===== config.mk =====
export PLATFORM = sky130hd
export DESIGN_NAME = xps2_rx
export DESIGN_NICKNAME = d
export VERILOG_FILES = /design/src/rtl/xps2_rx_pkg.sv /design/src/rtl/xps2_filt.sv /design/src/rtl/xps2_rx.sv
export SDC_FILE = /design/constraint.sdc
export NUM_CORES = 1
export LEC_CHECK = 0
export ABC_CLOCK_PERIOD_IN_PS = 6190
export BUFFER_PORTS_ARGS = -buffer_cell sky130_fd_sc_hd__buf_2
export CAP_MARGIN = 20
export CORE_MARGIN = 1.5
export CORE_UTILIZATION = 60
export CTS_BUF_LIST = sky130_fd_sc_hd__clkbuf_2
export CTS_CLUSTER_DIAMETER = 60
export CTS_CLUSTER_SIZE = 10
export DETAILED_ROUTE_END_ITERATION = 10
export PLACE_DENSITY_LB_ADDON = 0.12
export REMOVE_ABC_BUFFERS = 1
export SYNTH_ARGS = -nofsm -noshare
export SYNTH_HDL_FRONTEND = slang
export SYNTH_SLANG_ARGS = --single-unit

===== constraint.sdc =====
create_clock -name clk -period 6.19 [get_ports clk]
set_input_delay 0.619 -clock clk [delete_from_list [all_inputs] [get_ports clk]]
set_output_delay 0.619 -clock clk [all_outputs]
set_load 0.1 [all_outputs]

===== src/rtl/xps2_rx_pkg.sv =====
// Shared definitions for the PS/2 receive front-end.
// This covers the frame states, the frame geometry and the data_out field layout.
package xps2_rx_pkg;

    typedef enum logic [1:0] {
        ST_IDLE   = 2'd0,
        ST_DATA   = 2'd1,
        ST_PARITY = 2'd2,
        ST_STOP   = 2'd3
    } rxState_e;

    localparam int FRAME_LEN     = 11;
    localparam int DATA_BITS     = FRAME_LEN - 3;
    localparam int DOUT_VALID    = 8;
    localparam int DOUT_CODE_MSB = 7;

    // PS/2 uses odd parity across the eight data bits plus the parity bit.
    function automatic logic oddParityOk(input logic [7:0] code, input logic par);
        return ^{code, par};
    endfunction

endpackage


===== src/rtl/xps2_filt.sv =====
// Two-flop synchroniser followed by a run-length glitch filter for one PS/2 pin.
// It also produces a one-cycle pulse when the filtered level falls.
module xps2_filt #(
    parameter int FILT_LEN = 8
) (
    input  logic clk_i,
    input  logic rst_ni,
    input  logic pin_i,
    output logic filt_o,
    output logic fall_o
);

    localparam int CW = $clog2(FILT_LEN + 1);

    logic          sync1_q;
    logic          sync2_q;
    logic          filt_q;
    logic          fall_q;
    logic [CW-1:0] cnt_q;

    // The filtered level flips only after FILT_LEN consecutive samples disagree with it.
    always_ff @(posedge clk_i or negedge rst_ni) begin
        if (!rst_ni) begin
            sync1_q <= 1'b1;
            sync2_q <= 1'b1;
            filt_q  <= 1'b1;
            fall_q  <= 1'b0;
            cnt_q   <= '0;
        end else begin
            sync1_q <= pin_i;
            sync2_q <= sync1_q;
            fall_q  <= 1'b0;
            if (sync2_q == filt_q) begin
                cnt_q <= '0;
            end else if (cnt_q == CW'(FILT_LEN - 1)) begin
                filt_q <= sync2_q;
                fall_q <= filt_q;
                cnt_q  <= '0;
            end else begin
                cnt_q <= cnt_q + 1'b1;
            end
        end
    end

    assign filt_o = filt_q;
    assign fall_o = fall_q;

endmodule


===== src/rtl/xps2_rx.sv =====
// PS/2 keyboard receiver: it deserialises and checks frames, then queues good scancodes.
// The controller bus reads the queue through data_out and clears the sticky flags by writing.
module xps2_rx
    import xps2_rx_pkg::*;
#(
    parameter int FIFO_AW     = 2,
    parameter int FILT_LEN    = 8,
    parameter int TIMEOUT_CYC = 100000
) (
    input  logic       clk,
    input  logic       rst,
    input  logic       ps2_clk,
    input  logic       ps2_data,
    input  logic       sel,
    input  logic       we,
    input  logic [1:0] data_in,
    output logic [8:0] data_out,
    output logic       frame_err,
    output logic       ovf
);

    localparam int DEPTH = 1 << FIFO_AW;
    localparam int CNT_W = FIFO_AW + 1;
    localparam int TO_W  = $clog2(TIMEOUT_CYC + 1);

    logic unusedClkLevel;
    logic unusedDataFall;
    logic clkFall;
    logic dataFilt;

    xps2_filt #(.FILT_LEN(FILT_LEN)) u_clkFilt (
        .clk_i  (clk),
        .rst_ni (rst),
        .pin_i  (ps2_clk),
        .filt_o (unusedClkLevel),
        .fall_o (clkFall)
    );

    xps2_filt #(.FILT_LEN(FILT_LEN)) u_dataFilt (
        .clk_i  (clk),
        .rst_ni (rst),
        .pin_i  (ps2_data),
        .filt_o (dataFilt),
        .fall_o (unusedDataFall)
    );

    rxState_e         state_q;
    logic [2:0]       bitCnt_q;
    logic [7:0]       shift_q;
    logic             parity_q;
    logic [TO_W-1:0]  toCnt_q;

    logic [7:0]         mem_q [DEPTH];
    logic [FIFO_AW-1:0] wrPtr_q;
    logic [FIFO_AW-1:0] rdPtr_q;
    logic [CNT_W-1:0]   count_q;
    logic [CNT_W-1:0]   count_d;
    logic               frameErr_q;
    logic               ovf_q;

    logic stopSeen, goodFrame, timeoutHit;
    logic empty, full, pop, push, ovfSet, errSet, wrClr;

    assign stopSeen   = clkFall && (state_q == ST_STOP);
    assign goodFrame  = stopSeen && dataFilt && oddParityOk(shift_q, parity_q);
    assign timeoutHit = (state_q != ST_IDLE) && !clkFall && (toCnt_q == TO_W'(TIMEOUT_CYC - 1));
    assign empty      = (count_q == '0);
    assign full       = (count_q == CNT_W'(DEPTH));
    assign pop        = sel && !we && !empty;
    // A pop in the push cycle frees the head slot, so a full FIFO can still accept the byte.
    assign push       = goodFrame && (!full || pop);
    assign ovfSet     = goodFrame && full && !pop;
    assign errSet     = (stopSeen && !goodFrame) || timeoutHit;
    assign wrClr      = sel && we;

    always_ff @(posedge clk or negedge rst) begin
        if (!rst) begin
            state_q  <= ST_IDLE;
            bitCnt_q <= '0;
            shift_q  <= '0;
            parity_q <= 1'b0;
            toCnt_q  <= '0;
        end else if (timeoutHit) begin
            state_q  <= ST_IDLE;
            bitCnt_q <= '0;
            toCnt_q  <= '0;
        end else begin
            if (clkFall || state_q == ST_IDLE) begin
                toCnt_q <= '0;
            end else begin
                toCnt_q <= toCnt_q + 1'b1;
            end
            if (clkFall) begin
                case (state_q)
                    ST_IDLE: begin
                        bitCnt_q <= '0;
                        if (!dataFilt) state_q <= ST_DATA;
                    end
                    ST_DATA: begin
                        shift_q <= {dataFilt, shift_q[7:1]};
                        if (bitCnt_q == 3'(DATA_BITS - 1)) begin
                            bitCnt_q <= '0;
                            state_q  <= ST_PARITY;
                        end else begin
                            bitCnt_q <= bitCnt_q + 1'b1;
                        end
                    end
                    ST_PARITY: begin
                        parity_q <= dataFilt;
                        state_q  <= ST_STOP;
                    end
                    default: state_q <= ST_IDLE;
                endcase
            end
        end
    end

    always_comb begin
        count_d = count_q;
        if (push && !pop) begin
            count_d = count_q + 1'b1;
        end else if (!push && pop) begin
            count_d = count_q - 1'b1;
        end
    end

    // A flag set event in the same cycle as a bus clear takes priority.
    always_ff @(posedge clk or negedge rst) begin
        if (!rst) begin
            wrPtr_q    <= '0;
            rdPtr_q    <= '0;
            count_q    <= '0;
            frameErr_q <= 1'b0;
            ovf_q      <= 1'b0;
        end else begin
            if (push) wrPtr_q <= wrPtr_q + 1'b1;
            if (pop)  rdPtr_q <= rdPtr_q + 1'b1;
            count_q    <= count_d;
            frameErr_q <= errSet || (frameErr_q && !(wrClr && data_in[0]));
            ovf_q      <= ovfSet || (ovf_q && !(wrClr && data_in[1]));
        end
    end

    always_ff @(posedge clk) begin
        if (push) mem_q[wrPtr_q] <= shift_q;
    end

    always_comb begin
        data_out = '0;
        if (!empty) begin
            data_out[DOUT_VALID]        = 1'b1;
            data_out[DOUT_CODE_MSB:0]   = mem_q[rdPtr_q];
        end
    end

    assign frame_err = frameErr_q;
    assign ovf       = ovf_q;

endmodule

# After elaboration in Yosys (flattened, before gate mapping)
# Memories as Yosys holds them, arrays and structs flattened.
# Cells that the tools add are included.
# word_totals
reg_bits	55
latchBits	0
ram_bits	32
rom_bits	0
inputBits	8
out_inout_bits	11
wordCells	110
mem_count	1
# mem_list
name	depth	width	rd	rd_clocked_by_memory_dff	write_ports	line	source
mem_q	4	8	1	0	1	xps2_rx.sv:53	logic [7:0] mem_q [DEPTH];
# op_classes
n_addsub	8
mul	0
n_div	0
order_cmp	0
n_eq_ne	12
n_shift	0
n_mux	22
bitwise	3
n_reduce_logical	45
# op_table
op	count
$mux W17	2
$logic_and A1 B1 Y1	18
$add A17 B1 Y17 const B	1
$eq A17 B17 Y1 const B	1
$mux W4	4
$mux W3	5
$logic_not A1 Y1	9
$mux W9	1
$reduce_and A3 Y1	3
$reduce_xor A9 Y1	1
$add A4 B1 Y4 const B	2
$eq A4 B3 Y1 const B	2
$mux W2	4
$add A3 B1 Y3 const B	2
$eq A3 B3 Y1 const B	2
$ne A3 B3 Y1 const B	2
$pmux W2 S3	1
$pmux W3 S2	1
$reduce_and A2 Y1	3
$reduce_bool A2 Y1	3
$logic_or A1 B1 Y1	5
$add A2 B1 Y2 const B	2
$eq A2 B2 Y1 const B	2
$mux W1	4
other kinds (7)	10

# Logic depth before layout (Yosys ltp)
# depth
word_depth	9
depth_mapped	10
ltp_nobuf	10

# By module
# A second synthesis with hierarchy kept.
# unflattened
cells_unflattened	285
hier_area_um2	3890.0
# modules_own_cells
mod	n_inst	cells_each	area_each_um2	seq_area_each_um2
xps2_rx	1	243	3266.9	1961.9
xps2_filt	2	21	311.5	203.9

# Worst setup path before layout
# OpenSTA, ideal clock, no wires.
# synth_path
path_kind	register to output
from	register count_q[0]
to	output data_out[0]
arrival_time_ns	2.361
t_required_ns	5.571
path_slack_ns	3.210
path_stages_with_launch	4
path_buffers	1
path_cell_list	dfrtp_1 > or3_1 > clkbuf_1 > and2_1
# synth_between
elab_chain_cells	2
# synth_lines
element	line	source
start, declared	xps2_rx.sv:56	logic [CNT_W-1:0] count_q;
start signal, assigned	xps2_rx.sv:138	count_q <= count_d;
$logic_not A3 Y1	xps2_rx.sv:67	assign empty = (count_q == '0);
$mux W9	xps2_rx.sv:150	if (!empty) begin
end, declared	xps2_rx.sv:17	output logic [8:0] data_out,
# No other way between the ends.

# Final worst setup path
# layout_path
from	register rdPtr_q[0]
to	output data_out[5]
# layout_between
elab_chain_cells	2
# layout_lines
element	line	source
start, declared	xps2_rx.sv:55	logic [FIFO_AW-1:0] rdPtr_q;
start signal, assigned	xps2_rx.sv:137	if (pop) rdPtr_q <= rdPtr_q + 1'b1;
$mem_v2 Z4 W8	n/a	
$mux W9	xps2_rx.sv:150	
# No other way between the ends.

==> results.txt <==
The placeable core area is 6350 sq um. The final layout contains routed wiring with a total length of 6160 microns. By count the netlist is led by dfrtp_1, edfxtp_1, nor2_1. The setup slack of the most critical reg-to-reg path came out at 3450 ps.

dfrtp_1 is the most common cell in the netlist. The proportion of layout cells with a drive suffix above 1 came out at 0.201. For the worst setup path, the data required time is 5570 ps. The total DRC errors in the routed layout is 0. After clock tree synthesis, the flow added hold-fix buffers numbering 0.

In this run, synthesis inferred 32 flip-flops with an integrated enable. The clock input transition at the sequential cells of the worst setup and hold paths is 220 ps. The number of max-slew violations in the final report is 0. The number of hold violations in the final report was 0. The worst hold slack came out at 171 ps. The highest layer touched by signal routing is met4. Counting along the longest clock path gives a buffer depth of 2. The placer's final routability congestion estimate is 0.768. The share of the cycle needed by the critical path after routing came out at 0.468.

Clock tree synthesis inserted a total of 9 buffers. The leakage power total is 0.00172 uW. STA classifies the critical path startpoint as a flip-flop. The first-pass iteration count of the detailed router came out at 6. The share of synthesized area in the top cell type comes to 0.311. The worst voltage drop across the vdd grid is 0.000180 V. The number of cells on the worst reg-to-reg path is 9. The sequential cell area fraction in the yosys report came out at 0.595. After detailed routing, the wire length on met1 is 2900 microns. The type of the tightest min-delay check is in -> reg. The detailed placement HPWL is 4300 microns.

The number of global-route vias before repair came to 2290. For the pin with the worst max-slew slack, the measured transition is 776 ps. The area overhead of the layout relative to synthesis came out at 6.45%.

The worst min-delay path endpoint is u_dataFilt.sync1_q. Once the clock tree was built, the resizer swapped 0 gates to a different size. The library cell used as clock root buffer is clkbuf_2.

Between clock sinks in the finished design, the worst skew comes to 29.8 ps. The number of stages on the worst hold path is 1. TritonCTS built the clock tree. Setup repair after global routing left no endpoint under its margin. The clock network latency to the later pin of the worst-skew pair came out at 510 ps. Setup slack on the critical path of the routed design comes to 3290 ps. The most used flip-flop cell after synthesis is dfrtp_1. The final global-route overflow total came out at 0.

The detail-routed via count per cell came out at 5.62. The initial antenna violation count was 0. The final layout net count is 342. The distinct cell type count after synthesis is 44. The endpoint identified for the worst register-to-register timing path is count_q[2].

The signal arrival time at the worst endpoint came out at 2280 ps. The die covers 7060 sq um. The wire length per cell after detailed routing is 15.4 microns.

The worst slack at placement is 3460 ps. For this design the top-level I/O count stands at 19. The setup TNS after final layout is 0 ps. The flow ran to the end, and the final reports show no timing, DRC or antenna violations. The total number of placement rows came out at 29. The wire length on met2 is 3000 microns. The remaining antenna violation count after routing is 0. The clock period minus worst slack is 2900 ps. The post-CTS repair timing setup buffer count is 0. The routed layout has 2249 vias.

The y dimension of the die came out at 84.0 microns. The pin count of the biggest net entering global routing came out at 56. The total number of clock tree sinks came out at 87. The worst setup path is captured at an output pin. Based on the critical path, the design can be clocked at up to 0.345 GHz.

The initial DRC count is 142. The antenna diode instance count is 0. The amount of wire on met3 after detailed routing is 146 microns. The average instance in the mapped netlist occupies 13.4 sq um. The x dimension of the die came out at 84.0 microns. The total standard cell area after synthesis came out at 3940 sq um. The H-tree depth is 3. The cell area power density came out at 226 nW/um^2.

The maximum fanout count along the critical path came out at 10. After synthesis, the share of flip-flops with an asynchronous set or reset is 0.632. Setup violations remaining at the end of the flow were counted as 0. The number of port buffers is 18. The gate count after technology mapping is 295.

The initial standard-cell utilization of the core is 0.620. During synthesis, Yosys emitted a total of 0 warnings. In this run the critical register-to-register path is launched from shift_q[0].

The global-route wire length before repair is 11000 microns. The largest total area in the synthesized netlist belongs to dfrtp_1. The overall global routing resource usage came out at 0.202. After synthesis the netlist holds a flip-flop and latch count of 87. The final core area utilization came out at 0.660.

After synthesis, the cell types taking the most area are dfrtp_1, edfxtp_1, ha_1. The worst hold path begins at ps2_data. Headroom to the max-slew limit came out at 0.478.

The worst setup path is of the reg -> out kind. The max-capacitance violation count is 0.
## placed cells by master (no fill, tap or decap), drive strengths merged, types with 3 or more instances in the layout
cell and count:
nor4 5, mux2 11, clkbuf 9, or4 3
o21ai 5, inv 9, ha 15, clkinv 5
nand3 11, and2 15, nor3b 4, xnor2 13
nor3 6, dfstp 6, mux4 8, nor2 24
xor2 14, edfxtp 32, nand2 14, dfrtp 49
nand4 10, buf 20, a21oi 5
## how the worst max path moves through the flow
stage               cells after the start  startpoint          end  slack (ps)
finish                                  3  rdPtr_q[0]  data_out[5]        3290
global route                            3  rdPtr_q[0]  data_out[4]        3130
CTS                                     3  rdPtr_q[0]  data_out[5]        3220
detailed placement                     10          we   count_q[2]        3460
global placement                       10          we   count_q[2]        3530
floorplan                               2  count_q[0]  data_out[0]        3480
## metrics by stage
step	total power (uW)	std cells	cell area, sq um
4_1_cts	958	399	4190
3_5_place_dp	729	383	4100
5_1_grt	1000	400	4190
3_3_place_gp	726	383	4100
2_1_floorplan	703	287	3910
6_report	949	400	4190
## power breakdown
part | internal, uW | leakage [uW] | total, uW | switching, uW
logic | 33.3 | 0.000646 | 75.8 | 42.5
registers | 623 | 0.00102 | 643 | 20.4
clock network | 48.7 | 0.0000504 | 230 | 182
total | 705 | 0.00172 | 949 | 245
## layout make-up
| cell class | instances | area, sq um |
|---|---|---|
| timing repair buffer | 20 | 105 |
| clock buffer | 9 | 45.0 |
| inverter | 9 | 33.8 |
| sequential | 87 | 2340 |
| multi-input combinational | 191 | 1530 |
| clock inverter | 7 | 40.0 |
| tap | 77 | 96.3 |
| fill | 485 | 2160 |
## state kept, by name (all words and copies together) (netlist names), 2 cells and up
register	count
mem_q	32
toCnt_q	17
shift_q	8
u_clkFilt.cnt_q	4
u_dataFilt.cnt_q	4
bitCnt_q	3
count_q	3
rdPtr_q	2
state_q	2
wrPtr_q	2
## kinds of logic (layout without fill, tap and decap cells)
logic type,after synthesis,in the layout,share of synthesized area
AOI/OAI and AO/OA,20,20,0.0337
xor gates and xnor gates,29,29,0.0715
and+or+nand+nor,106,106,0.146
muxes,20,20,0.0839
adders and majority gates,16,16,0.0527
DFF,87,87,0.595
buffers and inverters,17,45,0.0168
## critical path, cell delays in order, from the launching register on
cell	delay, ps
dfrtp_1	750
mux4_2	580
and2_1	170
buf_2	280
## per-layer routing
metal,up-vias,GRT usage
met3,10,0.0396
met1,1101,0.278
met5,-,0
met4,0,0.0805
met2,29,0.319
li1,1109,-
Power figures use the tool's default switching activity.
